--- config.mk ---
export PLATFORM = sky130hd
export DESIGN_NAME = elevator_call_scheduler_flat
export DESIGN_NICKNAME = d
export VERILOG_FILES = /design/src/rtl/elevator_call_scheduler_if.sv /design/src/rtl/elevator_call_scheduler.sv /design/src/flat_wrapper.sv
export SDC_FILE = /design/constraint.sdc
export NUM_CORES = 1
export LEC_CHECK = 0
export ABC_AREA = 0
export BUFFER_PORTS_ARGS = -buffer_cell sky130_fd_sc_hd__buf_2
export CORE_MARGIN = 1.5
export CORE_UTILIZATION = 55
export CTS_CLUSTER_DIAMETER = 120
export DETAILED_ROUTE_END_ITERATION = 8
export PLACE_DENSITY = 0.81
export SYNTH_ARGS = -nofsm -noshare
export SYNTH_HDL_FRONTEND = slang
export SYNTH_SLANG_ARGS = --single-unit
--- constraint.sdc ---
create_clock -name clk -period 3 [get_ports clk]
set_input_delay 0.6 -clock clk [delete_from_list [all_inputs] [get_ports clk]]
set_output_delay 0.6 -clock clk [all_outputs]
set_load 0.01 [all_outputs]
--- src/rtl/elevator_call_scheduler_if.sv ---
// Button/motion-side signal bundle for the elevator call scheduler.
// The scheduler takes the master modport; the floor/motion side takes the slave modport.
interface elevator_call_scheduler_if;
  logic [2:0] call_req;
  logic [1:0] floor;
  logic       moving;
  logic       weight_limit_exceeded;
  logic       sos_mode;
  logic [1:0] goal_floor;
  logic       goal_valid;
  logic       door_open;
  logic [2:0] pending;
  logic       dir_up;
  logic [1:0] state;

  modport master (
    input  call_req, floor, moving, weight_limit_exceeded, sos_mode,
    output goal_floor, goal_valid, door_open, pending, dir_up, state
  );

  modport slave (
    output call_req, floor, moving, weight_limit_exceeded, sos_mode,
    input  goal_floor, goal_valid, door_open, pending, dir_up, state
  );
endinterface

--- src/rtl/elevator_call_scheduler.sv ---
// SCAN call scheduler for a three-floor elevator: latches calls, picks the next goal floor,
// times the door and applies SOS/overweight interlocks. All outputs are registered.
module elevator_call_scheduler #(
  parameter int unsigned DOOR_CYCLES = 8,
  parameter int unsigned NUM_FLOORS  = 3
) (
  input  logic                             clk,
  input  logic                             rst_n,
  elevator_call_scheduler_if.master        bus
);

  typedef enum logic [1:0] {
    StIdle = 2'd0,
    StMove = 2'd1,
    StDoor = 2'd2,
    StHalt = 2'd3
  } state_e;

  localparam int unsigned CntW = $clog2(DOOR_CYCLES);
  localparam logic [CntW-1:0] CntLoad = CntW'(DOOR_CYCLES - 1);

  state_e          state_q, state_d;
  logic [1:0]      goal_q, goal_d;
  logic            valid_q, valid_d;
  logic            door_q, door_d;
  logic            dir_q, dir_d;
  logic [2:0]      pend_q, pend_d;
  logic [CntW-1:0] cnt_q, cnt_d;

  logic [2:0] floor_oh;
  logic       pend_here, req_here, arrived, hold;
  logic       above_vld, below_vld;
  logic [1:0] above_f, below_f;
  logic       retarget;

  always_comb begin
    floor_oh  = (bus.floor < 2'(NUM_FLOORS)) ? (3'b001 << bus.floor) : 3'b000;
    pend_here = |(pend_q & floor_oh);
    req_here  = |(bus.call_req & floor_oh);
    arrived   = (bus.floor == goal_q) && !bus.moving;
    hold      = req_here | bus.weight_limit_exceeded;
  end

  // Nearest latched call strictly above / below the cabin.
  always_comb begin
    above_vld = 1'b0;
    above_f   = 2'd0;
    below_vld = 1'b0;
    below_f   = 2'd0;
    case (bus.floor)
      2'd0: begin
        if (pend_q[1]) begin
          above_vld = 1'b1;
          above_f   = 2'd1;
        end else if (pend_q[2]) begin
          above_vld = 1'b1;
          above_f   = 2'd2;
        end
      end
      2'd1: begin
        if (pend_q[2]) begin
          above_vld = 1'b1;
          above_f   = 2'd2;
        end
        if (pend_q[0]) begin
          below_vld = 1'b1;
          below_f   = 2'd0;
        end
      end
      2'd2: begin
        if (pend_q[1]) begin
          below_vld = 1'b1;
          below_f   = 2'd1;
        end else if (pend_q[0]) begin
          below_vld = 1'b1;
          below_f   = 2'd0;
        end
      end
      default: ;
    endcase
  end

  always_comb begin
    state_d  = state_q;
    goal_d   = goal_q;
    valid_d  = valid_q;
    door_d   = door_q;
    dir_d    = dir_q;
    cnt_d    = cnt_q;
    pend_d   = pend_q | bus.call_req;
    retarget = 1'b0;

    if (bus.sos_mode) begin
      state_d = StHalt;
      valid_d = 1'b0;
      door_d  = 1'b0;
      pend_d  = 3'b000;
      cnt_d   = '0;
    end else begin
      unique case (state_q)
        StIdle: begin
          if (pend_here || bus.weight_limit_exceeded) begin
            state_d = StDoor;
            door_d  = 1'b1;
            cnt_d   = CntLoad;
          end else if (above_vld || below_vld) begin
            state_d = StMove;
            valid_d = 1'b1;
            if (dir_q && above_vld) begin
              goal_d = above_f;
            end else if (below_vld) begin
              goal_d = below_f;
              dir_d  = 1'b0;
            end else begin
              goal_d = above_f;
              dir_d  = 1'b1;
            end
          end
        end
        StMove: begin
          valid_d  = 1'b1;
          // Only an end-to-end sweep may be shortened to stop at the middle floor.
          retarget = pend_d[1] &&
                     (((bus.floor == 2'd0) && (goal_q == 2'd2) && dir_q) ||
                      ((bus.floor == 2'd2) && (goal_q == 2'd0) && !dir_q));
          if (arrived) begin
            state_d = StDoor;
            valid_d = 1'b0;
            door_d  = 1'b1;
            cnt_d   = CntLoad;
          end else if (retarget) begin
            goal_d = 2'd1;
          end
        end
        StDoor: begin
          if (hold) begin
            cnt_d = CntLoad;
          end else if (cnt_q == '0) begin
            state_d = StIdle;
            door_d  = 1'b0;
          end else begin
            cnt_d = cnt_q - CntW'(1);
          end
        end
        StHalt: begin
          state_d = StIdle;
          pend_d  = 3'b000;
        end
      endcase

      // A call at the floor where the door is open is served, never latched.
      if (state_d == StDoor) begin
        pend_d = pend_d & ~floor_oh;
      end
    end
  end

  always_ff @(posedge clk or negedge rst_n) begin
    if (!rst_n) begin
      state_q <= StIdle;
      goal_q  <= 2'd0;
      valid_q <= 1'b0;
      door_q  <= 1'b0;
      dir_q   <= 1'b1;
      pend_q  <= 3'b000;
      cnt_q   <= '0;
    end else begin
      state_q <= state_d;
      goal_q  <= goal_d;
      valid_q <= valid_d;
      door_q  <= door_d;
      dir_q   <= dir_d;
      pend_q  <= pend_d;
      cnt_q   <= cnt_d;
    end
  end

  assign bus.goal_floor = goal_q;
  assign bus.goal_valid = valid_q;
  assign bus.door_open  = door_q;
  assign bus.pending    = pend_q;
  assign bus.dir_up     = dir_q;
  assign bus.state      = state_q;

endmodule

--- src/flat_wrapper.sv ---
// flat-port wrapper written by rule: the top's interface ports become plain ports
module elevator_call_scheduler_flat 
#(
  parameter int unsigned DOOR_CYCLES = 8,
  parameter int unsigned NUM_FLOORS  = 3
)
  (clk, rst_n, bus_call_req, bus_floor, bus_moving, bus_weight_limit_exceeded, bus_sos_mode, bus_goal_floor, bus_goal_valid, bus_door_open, bus_pending, bus_dir_up, bus_state);
  elevator_call_scheduler_if bus_i ();
  input  logic clk;
  input  logic rst_n;
  input wire logic [$bits(bus_i.call_req)-1:0] bus_call_req;
  input wire logic [$bits(bus_i.floor)-1:0] bus_floor;
  input wire logic [$bits(bus_i.moving)-1:0] bus_moving;
  input wire logic [$bits(bus_i.weight_limit_exceeded)-1:0] bus_weight_limit_exceeded;
  input wire logic [$bits(bus_i.sos_mode)-1:0] bus_sos_mode;
  output wire logic [$bits(bus_i.goal_floor)-1:0] bus_goal_floor;
  output wire logic [$bits(bus_i.goal_valid)-1:0] bus_goal_valid;
  output wire logic [$bits(bus_i.door_open)-1:0] bus_door_open;
  output wire logic [$bits(bus_i.pending)-1:0] bus_pending;
  output wire logic [$bits(bus_i.dir_up)-1:0] bus_dir_up;
  output wire logic [$bits(bus_i.state)-1:0] bus_state;
  assign bus_i.call_req = bus_call_req;
  assign bus_i.floor = bus_floor;
  assign bus_i.moving = bus_moving;
  assign bus_i.weight_limit_exceeded = bus_weight_limit_exceeded;
  assign bus_i.sos_mode = bus_sos_mode;
  assign bus_goal_floor = bus_i.goal_floor;
  assign bus_goal_valid = bus_i.goal_valid;
  assign bus_door_open = bus_i.door_open;
  assign bus_pending = bus_i.pending;
  assign bus_dir_up = bus_i.dir_up;
  assign bus_state = bus_i.state;
  elevator_call_scheduler #(.DOOR_CYCLES(DOOR_CYCLES), .NUM_FLOORS(NUM_FLOORS)) u_core (.clk(clk), .rst_n(rst_n), .bus(bus_i));
endmodule
# Yosys cells after proc, flatten, opt, wreduce, memory -nomap -nowiden
# Cells that the tools add are included.
# totals
inputBits	10
out_inout_bits	10
elab_cells	113
ff_bits	13
# classes
bitwise	9
muxes	49
reduce_logical	26
n_eq_ne	19
shifts	1
addsub	1
magnitude_cmp	1
# ops
cell	n
$mux W2	16
$mux W3	10
$mux W1	15
$ne A3 B2 Y1 const B	4
$eq A2 B2 Y1 const B	5
$reduce_and A5 Y1	2
$and A3 B3 Y3	3
$pmux W3 S3	1
$pmux W2 S2	2
$pmux W2 S4	1
$logic_and A1 B1 Y1	7
$logic_not A2 Y1	3
$ne A3 B3 Y1 const B	2
$pmux W1 S2	3
$reduce_and A6 Y1	1
$reduce_or A3 Y1	2
$eq A2 B1 Y1 const B	2
$ne A2 B1 Y1 const B	2
$ne A2 B2 Y1 const B	2
$ne A4 B3 Y1 const B	1
$reduce_and A4 Y1	1
$reduce_bool A4 Y1	1
$logic_not A3 Y1	1
$logic_or A1 B1 Y1	3
other kinds (13)	16

# Longest topological paths before layout
# depth
word_depth	11
depth_mapped	7

# Worst setup path after synthesis
# No wires, ideal clock.
# synth_timing
kind	input to register
start	in bus_floor[0]
end	reg u_core.goal_q[1] (netlist: u_core.bus.goal_floor[1])
required_ns	2.875
stages	7
setup_slack_ns	0.918
arrival_time_ns	1.957
n_path_buf	0
cell_sequence	inv_1 -> ha_1 -> o211a_1 -> a31oi_4 -> a311oi_2 -> and2_4 -> mux2_4
# synth_via
elab_chain_cells	7
# synth_lines
element	line_no	text
start, declared	flat_wrapper.sv:12	input wire logic [$bits(bus_i.floor)-1:0] bus_floor;
$lt A2 B2 Y1, or another cell as far along	elevator_call_scheduler.sv:37	floor_oh = (bus.floor < 2'(NUM_FLOORS)) ? (3'b001 << bus.floor) : 3'b000;
$mux W3, or another cell as far along	elevator_call_scheduler.sv:37	
$and A3 B3 Y3, or another cell as far along	elevator_call_scheduler.sv:38	pend_here = |(pend_q & floor_oh);
$reduce_or A3 Y1, or another cell as far along	elevator_call_scheduler.sv:38	
$logic_or A1 B1 Y1, or another cell as far along	elevator_call_scheduler.sv:102	if (pend_here || bus.weight_limit_exceeded) begin
$ne A2 B2 Y1 (no line), or another cell as far along	-	
$reduce_and A6 Y1 (no line) / $pmux W2 S2 (equally long branches)	-	
end signal, assigned	elevator_call_scheduler.sv:169	goal_q <= goal_d;
end, declared	elevator_call_scheduler.sv:23	logic [1:0] goal_q, goal_d;
# Parallel ways exist; a longest one is shown, timed or not. The select of a mux whose other input is x is not followed.
# A chain may end at the register's enable or synchronous reset.

# Worst setup path after layout
# Same ends and word-level chain as after synthesis.

==> qor.yml <==
critical_path:
  r2r_start: "u_core.bus.goal_floor[1]"
  cp.arrival_ns: 2.27
  ff2ff_path_depth: 5
  end_kind: "flip-flop"
  critical_path_class: "input pin to flip-flop"
  crit_required_ns: 3.18
  reg2reg_slack_ns: 1.21
  crit_fanout: 7
  startpoint_type: "input pin"
  r2r-end: "u_core.cnt_q[2]"
routing:
  drt_wl_total_um: 1968
  drt_iter0_markers: 20
  wl_per_cell_um: 15.50
  via_per_inst: 6.268
  vias: 796
  drcViolationCount: 0
  firstDrtPassIters: 4
  ant_nets: 0
clock_tree:
  cts_tree: "yes"
  worstSkewPairLatency_ns: 0.28
  clkTransAtPathRegs_ns: 0.09
  hold_buffers: 0
  cts_setup_buffers: 0
  ctsResizeCount: 0
  cts_root_buf: "clkbuf_4"
  cts_buffer_depth: 2
  numCtsBuffers: 3
  clock-sinks: 13
  htree_levels: 1
cells_and_area:
  areaGrowthSynthToFinish_pct: 15.97
  finalNetCount: 127
  layout.cells.non_filler: 127
  drive_above_1_share_pct: 30.63
  antenna_cells: 0
  fin_util_pct: 67.14
power:
  p_int_mw: 0.3135
  pwr-share-seq_pct: 46.1
  pwr-share-comb_pct: 30.8
  netSwitchingFraction_pct: 35.48
  vdd_drop_max_v: 0.0003207
  powerDensity_nw_per_um2: 486.1
  clkPwrFrac_pct: 23.1
  p_total_mw: 0.4859
  leakagePower_nw: 0.4758
  power.net_switching_mw: 0.1724
synth:
  syn-num-nets: 104
  synthSimpleGateAreaFrac_pct: 17.27
  synth_top_family_by_area: "compound AO/OA/AOI/OAI gates"
  ys_ff_latch: 13
  synthXorXnorAreaFrac_pct: 2.032
  synthCells: 89
  synth_fa_ha_area_share_pct: 7.257
  synth_compound_area_share_pct: 29.17
  ys_warn_count: 0
  ys_types: 35
  synthMuxAreaShare_pct: 2.903
  seq_area_frac_synth_pct: 37.88
  synth_area_um2: 862.1
  syn_area_per_cell_um2: 9.686
die:
  die_h_um: 42.59
  row_count: 14
  core_um2: 1489
  die-area_um2: 1814
  die_w_um: 42.59
  initial_core_util_pct: 57.90
  ios: 20
timing:
  rsz0062_at_grt: "false"
  timing.fmax_mhz: 478.7
  relSlewSlack_pct: 75.56
  tightest_slew_ns: 0.3615
  setup_violations: 0
  drv_slew: 0
  hold_violations: 0
  post-route-period-util_pct: 69.64
  finClkSkew_ns: 0.01285
  fin_tns_setup_ns: 0
  fin_crit_ns: 2.089
place:
  place_congestion: 0.8403
  port_buffers: 19
  hpwl_um: 1472
  placed_cells: 123
grt:
  grt.total_usage_pct: 24.33
  gr-total-overflow: 0
  antenna_found_initial: 0
  grt_max_degree: 14
  busiest_layer: "met2"
  met2_usage_pct: 38.77
  use_met3_pct: 2.586
  use_met1_pct: 35.42
  grt_pass1_wl_um: 3325
  grt_pass1_vias: 725
outcome:
  status: "finished clean"
flow_run:
  drv_cap: 0
worst_hold_path:
  hp-class: "input pin to asynchronous set/reset pin"
synth_stat cells:
| cell | count | area, µm² |
|---|---|---|
| nand2b_1 | 2 | 12.51 |
| a211oi_1 | 3 | 22.52 |
| o21ai_0 | 4 | 20.02 |
| nor4b_1 | 1 | 8.760 |
| nand2_1 | 5 | 18.77 |
| dfstp_2 | 1 | 26.28 |
| a221o_2 | 1 | 11.26 |
| nor2b_1 | 1 | 6.260 |
| xor2_1 | 2 | 17.52 |
| nor3b_1 | 1 | 7.510 |
| ha_1 | 5 | 62.56 |
| dfrtp_1 | 12 | 300.3 |
| a31oi_1 | 3 | 18.77 |
| o211a_1 | 1 | 10.01 |
| nand3_1 | 1 | 5.000 |
| a21o_2 | 1 | 8.760 |
| and2_4 | 2 | 17.52 |
| mux2_4 | 1 | 15.01 |
| inv_1 | 7 | 26.28 |
| mux2i_1 | 1 | 10.01 |
| nor2_1 | 9 | 33.78 |
| o32ai_1 | 1 | 8.760 |
| nand3b_1 | 1 | 7.510 |
| and3b_1 | 1 | 8.760 |
| o21ai_2 | 1 | 8.760 |
| and3_1 | 1 | 6.260 |
| clkbuf_1 | 1 | 3.750 |
| nor3_2 | 1 | 10.01 |
| a311oi_2 | 3 | 45.04 |
| a31oi_4 | 1 | 21.27 |
| or2_1 | 1 | 6.260 |
| a21oi_1 | 10 | 50.05 |
| o32a_1 | 1 | 10.01 |
| a221oi_1 | 1 | 8.760 |
| a22oi_1 | 1 | 7.510 |
how the worst max path moves through the flow:
stage,endpoint,from,depth (start not counted)
floorplan,u_core.bus.goal_floor[1],bus_floor[0],7
global placement,u_core.bus.goal_floor[1],bus_floor[0],8
detailed placement,u_core.bus.goal_floor[1],bus_floor[0],8
CTS,u_core.bus.goal_floor[1],bus_floor[0],8
global route,u_core.bus.goal_floor[1],bus_floor[0],8
finish,u_core.bus.goal_floor[1],bus_floor[0],8
sequential cells by signal, indices dropped and copies added, names as in the netlist:
register,cells
u_core.bus.goal_valid,1
u_core.bus.door_open,1
u_core.bus.dir_up,1
u_core.cnt_q,3
u_core.bus.state,2
u_core.bus.pending,3
u_core.bus.goal_floor,2
placed cells by master, fill, tap and decap left out, types with 4 or more instances in the layout:
master / Yosys / routed
ha_1: 5 / 5
nand2_1: 5 / 5
nor2_1: 9 / 9
a21oi_1: 10 / 10
dfrtp_1: 12 / 12
o21ai_0: 4 / 4
inv_1: 7 / 7
buf_2: 0 / 19
routing by layer:
metal  routed length (µm)  up-vias
met1                  898      386
met2                  951       34
li1                     -      374
met4                   19        0
met3                   98        2
met5                    0        -
per-stage QoR:
| stage | area, µm² | hold WS (ns) | worst slack, ns |
|---|---|---|---|
| floorplan | 862.1 | 0.3044 | 0.9183 |
| global placement | 973.4 | 0.5012 | 0.7002 |
| detailed placement | 973.4 | 0.5006 | 0.6238 |
| CTS | 999.7 | 0.1970 | 0.9278 |
| global route | 999.7 | 0.2158 | 0.7648 |
| finish | 999.7 | 0.1825 | 0.9109 |
worst max-delay path, stage by stage:
cell	delay [ns]
buf_2	0.12
inv_1	0.06
ha_1	0.30
a21oi_1	0.22
a31oi_1	0.14
a311oi_2	0.33
and2_4	0.21
mux2_4	0.29
power groups by stage:
| stage | logic [mW] | registers [mW] | clock network [mW] |
|---|---|---|---|
| 4_1_cts | 0.150 | 0.224 | 0.111 |
| 2_1_floorplan | 0.0962 | 0.229 | 0 |
| 3_3_place_gp | 0.143 | 0.225 | 0 |
| 6_report | 0.150 | 0.224 | 0.112 |
| 5_1_grt | 0.168 | 0.229 | 0.117 |
| 3_5_place_dp | 0.149 | 0.227 | 0 |
kinds of logic (layout without fill, tap and decap cells):
logic type      count (synthesis)  after routing
compound gates                 32             32
simple gates                   27             27
buf+inv                         8             30
fa+ha+maj                       5              5
flops                          13             13
xor+xnor                        2              2
mux                             2              2
area by class of cell:
type	instances	area [µm²]
fillers	121	489.2
well taps	16	20.02
flip-flops and latches	13	326.6
repair buffers	19	95.09
clock buffers	4	26.28
inverters	7	26.28
multi-input cells	68	505.5
No activity file was read; power rests on OpenSTA's default activity.
